## src/rtl/seg7_frame_reader.sv

```systemverilog
// Observes an active-low, time-multiplexed 4-digit seven-segment bus and
// rebuilds the displayed 16-bit hex value, one debounced digit at a time.
module seg7_frame_reader #(
    parameter int unsigned STABLE_CYCLES = 4
) (
    input  logic        clk,
    input  logic        rst,
    input  logic [6:0]  seg_n,
    input  logic [3:0]  dig_n,
    output logic [15:0] value,
    output logic        valid,
    output logic [3:0]  digit_err,
    output logic        err
);

    localparam int unsigned CNT_W    = 8;
    localparam int unsigned SAMPLE_W = 11;

    logic [SAMPLE_W-1:0] smp;
    logic [CNT_W-1:0]    cnt;
    logic [3:0]          seen;
    logic [3:0]          bad;
    logic [15:0]         shadow;

    logic [SAMPLE_W-1:0] pins_c;
    logic [3:0]          sel_c;
    logic                one_hot_c;
    logic                accept_c;
    logic                commit_c;
    logic                legal_c;
    logic [3:0]          nib_c;
    logic [3:0]          seen_nx_c;
    logic [3:0]          bad_nx_c;
    logic [15:0]         shadow_nx_c;

    // Inverse of the hex-to-segment glyph table; MSB of the result flags a legal glyph.
    function automatic logic [4:0] decode(input logic [6:0] p);
        case (p)
            7'b1000000: decode = {1'b1, 4'h0};
            7'b1111001: decode = {1'b1, 4'h1};
            7'b0100100: decode = {1'b1, 4'h2};
            7'b0110000: decode = {1'b1, 4'h3};
            7'b0011001: decode = {1'b1, 4'h4};
            7'b0010010: decode = {1'b1, 4'h5};
            7'b0000010: decode = {1'b1, 4'h6};
            7'b1111000: decode = {1'b1, 4'h7};
            7'b0000000: decode = {1'b1, 4'h8};
            7'b0010000: decode = {1'b1, 4'h9};
            7'b0001000: decode = {1'b1, 4'hA};
            7'b0000011: decode = {1'b1, 4'hB};
            7'b1000110: decode = {1'b1, 4'hC};
            7'b0100001: decode = {1'b1, 4'hD};
            7'b0000110: decode = {1'b1, 4'hE};
            7'b0001110: decode = {1'b1, 4'hF};
            default:    decode = 5'b0_0000;
        endcase
    endfunction

    // Acceptance fires on the edge where the run of identical samples reaches STABLE_CYCLES.
    always_comb begin
        pins_c    = {dig_n, seg_n};
        sel_c     = ~smp[10:7];
        one_hot_c = (sel_c != 4'd0) && ((sel_c & (sel_c - 4'd1)) == 4'd0);
        accept_c  = one_hot_c && (pins_c == smp) && (cnt == CNT_W'(STABLE_CYCLES - 1));
        commit_c  = (seen == 4'hF);
        {legal_c, nib_c} = decode(smp[6:0]);
    end

    // A commit clears the frame first, so a same-cycle acceptance lands in the new frame.
    always_comb begin
        seen_nx_c   = commit_c ? 4'd0 : seen;
        bad_nx_c    = commit_c ? 4'd0 : bad;
        shadow_nx_c = shadow;
        if (accept_c) begin
            for (int i = 0; i < 4; i++) begin
                if (sel_c[i]) begin
                    seen_nx_c[i] = 1'b1;
                    if (legal_c) begin
                        shadow_nx_c[4*i +: 4] = nib_c;
                        bad_nx_c[i]           = 1'b0;
                    end else begin
                        bad_nx_c[i] = 1'b1;
                    end
                end
            end
        end
    end

    always_ff @(posedge clk or posedge rst) begin
        if (rst) begin
            smp       <= '1;
            cnt       <= '0;
            seen      <= '0;
            bad       <= '0;
            shadow    <= '0;
            value     <= '0;
            valid     <= 1'b0;
            digit_err <= '0;
            err       <= 1'b0;
        end else begin
            smp <= pins_c;
            if (pins_c != smp) begin
                cnt <= CNT_W'(1);
            end else if (cnt != CNT_W'(STABLE_CYCLES)) begin
                cnt <= cnt + CNT_W'(1);
            end
            seen   <= seen_nx_c;
            bad    <= bad_nx_c;
            shadow <= shadow_nx_c;
            valid  <= commit_c;
            if (commit_c) begin
                value     <= shadow;
                digit_err <= bad;
                err       <= |bad;
            end
        end
    end

endmodule

```

## config.mk

```make
export PLATFORM = sky130hd
export DESIGN_NAME = seg7_frame_reader
export DESIGN_NICKNAME = d
export VERILOG_FILES = /design/src/rtl/seg7_frame_reader.sv
export SDC_FILE = /design/constraint.sdc
export NUM_CORES = 1
export LEC_CHECK = 0
export ABC_CLOCK_PERIOD_IN_PS = 5100
export CAP_MARGIN = 20
export CORE_MARGIN = 1.5
export CORE_UTILIZATION = 60
export DETAILED_ROUTE_END_ITERATION = 12
export PLACE_DENSITY = 0.84
export SYNTH_ARGS = -nofsm -noshare
export SYNTH_HDL_FRONTEND = slang
export SYNTH_SLANG_ARGS = --single-unit
```

## constraint.sdc

```tcl
create_clock -name clk -period 5.1 [get_ports clk]
set_input_delay 1.275 -clock clk [delete_from_list [all_inputs] [get_ports clk]]
set_output_delay 1.275 -clock clk [all_outputs]
set_load 0.03 [all_outputs]
```

==> results of run 1 <==
-- kinds of logic after synthesis --
family / count (synthesis)
fa+ha+maj: 2
simple gates: 135
flops: 65
compound gates: 35
mux: 16
buf+inv: 19
xor+xnor: 18
-- routing by layer --
metal	vias up	global-route usage	routed length (µm)
met2	59	0.4087	2904
met4	0	0.1010	124
met3	11	0.04953	218
met1	1038	0.3111	2575
li1	1065	-	-
met5	-	0	0
-- state kept, by name (all words and copies together) (netlist names) --
register / count
bad: 4
cnt: 8
digit_err: 4
err: 1
seen: 4
shadow: 16
smp: 11
valid: 1
value: 16
-- synthesized netlist by cell type (all sizes together), types with 5 or more instances --
library cell and n:
o21ai 6, clkbuf 5, a22o 5, nor3 8, nand3 8, mux2 12
dfstp 11, dfrtp 54, inv 6, o211ai 5, nor3b 5, xor2 16
a21o 5, nor4 5, nand2 69, a21oi 6, nor2 12, buf 8
-- cell type report --
cell class                 count  area, µm²  area share
clock buffer                  13      148.9     0.04078
clock inverter                 3      40.04     0.01097
multi-input combinational    206       1360      0.3725
sequential                    65       1640      0.4493
timing repair buffer          36      355.3     0.09733
tap                           67      83.83     0.02296
inverter                       6      22.52    0.006169
-- final timing paths --
path	from	end	slack, ps	depth (start not counted)
max in group asynchronous	rst	value[11]	2870	3
min reg2reg	shadow[2]	value[2]	470	2
min in group asynchronous	rst	cnt[5]	1410	2
max reg2reg	smp[0]	bad[3]	2720	5
min	shadow[2]	value[2]	470	2
max	seg_n[0]	bad[3]	1960	6
-- stage by stage --
step	setup WS (ps)	cell area, µm²	instances	hold WS (ps)	util
3_3_place_gp	1709	3462	380	450.7	0.7141
3_5_place_dp	1627	3462	380	453.3	0.7141
6_report	1964	3651	396	469.4	0.7530
2_1_floorplan	2217	3094	290	434.8	-
5_1_grt	1807	3651	396	498.5	0.7530
4_1_cts	1971	3651	396	469.0	0.7530
-- worst max-delay path: stages --
cell             delay (ps)
clkdlybuf4s50_1         440
xor2_1                  160
nor4_2                  340
nand3_1                 520
nor3_2                  440
mux2i_1                 220
-- power by group --
part | total [mW] | switching (mW) | internal, mW | leakage, nW
sequential | 0.538 | 0.0133 | 0.524 | 0.844
clock | 0.420 | 0.182 | 0.238 | 0.0974
combinational | 0.0485 | 0.0263 | 0.0222 | 0.798
==> flow_summary.toml, run 1 <==
[placed_design]
hpwl_um = 3993
portBuffers = 34
place_congestion = 0.8312

[yosys]
ys_ff_latch = 65
synthMuxAreaShare = 0.05661
synth-adder-area-share = 0.008087
synthCells = 290
ys_types = 49
ys_async_sr_fraction = 1.000
syn_nets = 305
yosysSeqAreaShare = 0.5301
synth_xor_area_frac = 0.05095
synth_area_leaders = "dfrtp_1 (44%), dfstp_2 (9.3%), nand2_1 (8.4%), xor2_1 (4.5%), mux2_1 (4.4%)"
syn_avg_cell_area_um2 = 10.67
yosys_warnings = 0
post-synth-top-area-cell = "dfrtp_1"
synth_compound_area_frac = 0.08492
synth_top_area_frac = 0.4367
synth_top_family_by_area = "simple AND/OR/NAND/NOR gates"
synth_flop_cell = "dfrtp_1"
syn_area_um2 = 3094
synth_edf_count = 0
synth-simple-area-share = 0.2390

[die]
start_util = 0.6382
core_um2 = 4848
rows = 25
die_y_um = 74.81
io_pins = 35
die_area_um2 = 5597
die_width_um = 74.81

[final_layout]
area_delta_synth_final_pct = 17.99
antenna_cells = 0
mostFrequentLayoutCell = "nand2_1"
fillers = 343
drive_above_1_share = 0.1337
finalNetCount = 339
final_cell_mix = "nand2_1 (69), dfrtp_1 (54), clkdlybuf4s50_1 (34)"

[global_route]
grt_use_total = 0.2438
grt_max_degree = 41
grt_pass1_wl_um = 10010
antenna_found_initial = 0
grt-ovfl-total = 0
grt_pass1_vias = 2169

[clocking]
cts.clk_slew.worst_paths_ps = 70
cts.sinks = 65
postCtsSetupBuffers = 0
clockBufferDepth = 2
cts_tree = "yes"
hold_buffers = 0
worstSkewPairLatency_ps = 330
cts-htree-levels = 3
post_cts_resized = 0
clockRootBuffer = "clkbuf_8"
cts-buffers-inserted = 9

[sta]
hold_viol = 0
rsz0062_at_grt = "no"
worstMarginPinSlew_ps = 813.5
fin_crit_ps = 3136
slew_headroom = 0.4506
tns_ps = 0
fmax_mhz = 318.9
fin_crit_sh = 0.6148
maxSlewViolCount = 0
skew_ps = 4.208
setup_viol = 0

[hold_path]
min_path_type = "reg2reg"

[drt]
remaining_drc_errors = 0
drtIter0Drc = 106
viasPerCell = 5.487
dr.pass1.iters = 4
vias = 2173
drt-total-wl_um = 5822
ant_nets = 0
routedWlPerCell_um = 14.70

[setup_path]
crit_path_end_kind = "flip-flop"
cp_max_fo = 11
cp-start-kind = "primary input"
crit_type = "in2reg"
critPathRequiredTime_ps = 5360
crit_arrival_ps = 3390

[pwr]
power.density_nw_per_um2 = 275.5
total_power_mw = 1.006
ir_drop_mv = 0.2327
total_leakage_power_nw = 1.740

[outcome]
status = "complete, no violations"

[job]
maxCapViolCount = 0
Power figures use the tool's default switching activity.
==> run 2, diff against run 1 <==
ABC_CLOCK_PERIOD_IN_PS = 2940   (was 5100)
CORE_UTILIZATION = 56   (was 60)
PLACE_DENSITY = 0.8   (was 0.84)
clock period = 2.94 ns   (was 5.1 ns; I/O delays follow)
==> flow_summary.toml, run 2 (synthesized netlist as in run 1, its figures left out) <==
[outcome]
status = "complete, no violations"

[global_route]
grt_pass1_wl_um = 9998
antenna_found_initial = 0
grt_util_met2 = 0.3632
grt-ovfl-total = 0
grtUsageMet3 = 0.03765
grt_use_total = 0.2131
grt_max_degree = 31
grt_pass1_vias = 2218
groute.layer.met1.usage = 0.2714
busiest_layer = "met2"

[final_layout]
area_delta_synth_final_pct = 18.60
fin_area_um2 = 3670
final_cell_mix = "nand2_1 (69), dfrtp_1 (54), clkdlybuf4s50_1 (34)"
multiInputGateArea_um2 = 1360
antenna_cells = 0
drive_above_1_share = 0.1390
finalNetCount = 341
regArea_um2 = 1640
fillers = 421
mostFrequentLayoutCell = "nand2_1"
largestRegisters = "shadow x16, value x16, smp x11"

[clocking]
worstSkewPairLatency_ps = 330
postCtsSetupBuffers = 0
hold_buffers = 0
post_cts_resized = 0
cts.sinks = 65
cts.clk_slew.worst_paths_ps = 60
cts-htree-levels = 3
clockBufferDepth = 2
cts_tree = "yes"
clockRootBuffer = "clkbuf_8"
cts-buffers-inserted = 9

[sta]
tns_ps = 0
fin_crit_ps = 2355
maxSlewViolCount = 0
fmax_mhz = 424.6
slew_headroom = 0.5330
setup_viol = 0
worstMarginPinSlew_ps = 691.5
hold_viol = 0
skew_ps = 10.65
fin_crit_sh = 0.8012
rsz0062_at_grt = "no"

[drt]
remaining_drc_errors = 0
drtIter0Drc = 130
vias = 2157
ant_nets = 0
viasPerCell = 5.379
dr.pass1.iters = 4
drt-total-wl_um = 5561
routedWlPerCell_um = 13.87

[setup_path]
crit_family = "simple AND/OR/NAND/NOR gates"
r2r_start = "smp[0]"
crit_type = "in2reg"
cp-start-kind = "primary input"
critPathRequiredTime_ps = 3190
crit_path_end_kind = "flip-flop"
startpoint = "seg_n[0]"
max_stage_delay_ps = 430
cp_max_fo = 5
crit_path_top_delay_cell = "clkdlybuf4s50_1"
crit_chain = "clkdlybuf4s50_1, xor2_1, nor4_2, nand3_1, nor3_2, mux2i_1"
crit_arrival_ps = 2600
cp_num_buf_inv = 1

[placed_design]
dpl_cell_area_um2 = 3481
hpwl_um = 4003
place_congestion = 0.7852
portBuffers = 34

[die]
start_util = 0.5945
die_y_um = 77.33
rows = 26
io_pins = 35
core_um2 = 5205
die_width_um = 77.33
die_area_um2 = 5980

[hold_path]
min_path_type = "reg2reg"
min_from = "shadow[12]"

[pwr]
power.density_nw_per_um2 = 474.5
ir_drop_mv = 0.2732
total_leakage_power_nw = 1.749

[job]
maxCapViolCount = 0
run 2: cell types whose count changed in the layout (fill, tap and decap cells not counted):
cell   change
buf_4      +2
run 2: path summary, 6_finish.rpt:
path | to | slack [ps] | cells after the start
worst min-delay path | value[12] | 470 | 2
worst max register to register | bad[3] | 780 | 5
worst min register to register | value[12] | 470 | 2
min in group asynchronous | cnt[5] | 790 | 2
worst max-delay path | bad[3] | 580 | 6
max in group asynchronous | shadow[0] | 1470 | 3
run 2: routing by layer:
| layer | routed length [µm] | vias to the layer above |
|---|---|---|
| li1 | - | 1067 |
| met1 | 2573 | 1033 |
| met2 | 2705 | 47 |
| met3 | 190 | 10 |
| met4 | 91 | 0 |
| met5 | 0 | - |
run 2: where the power goes:
part | total, mW | switching (mW) | internal, mW | leakage (nW)
Combinational | 0.0849 | 0.0455 | 0.0394 | 0.807
Sequential | 0.933 | 0.0231 | 0.909 | 0.844
Clock | 0.724 | 0.311 | 0.413 | 0.0974
run 2: layout make-up:
| type | count | share of cell area |
|---|---|---|
| sequential | 65 | 0.4470 |
| inverter | 6 | 0.006137 |
| clock buffer | 13 | 0.04057 |
| clock inverter | 3 | 0.01091 |
| timing repair buffer | 38 | 0.1009 |
| tap | 70 | 0.02387 |
| multi-input combinational | 206 | 0.3706 |
run 2: per-stage QoR:
| stage | instances | util | hold WS [ps] | setup WS, ps | total power, mW |
|---|---|---|---|---|---|
| finish | 401 | 0.7050 | 465.3 | 584.6 | 1.741 |
| global placement | 385 | 0.6688 | 449.7 | 337.6 | 1.032 |
| global route | 401 | 0.7050 | 496.5 | 504.0 | 1.812 |
| detailed placement | 385 | 0.6688 | 452.9 | 253.0 | 1.035 |
| floorplan | 290 | - | 434.8 | 596.8 | 0.9996 |
| CTS | 401 | 0.7050 | 469.3 | 587.3 | 1.761 |
run 2: worst min-delay path, stage by stage (launching register included):
cell and delay, ps:
dfrtp_1 340, nand2_1 50, nand2_1 50
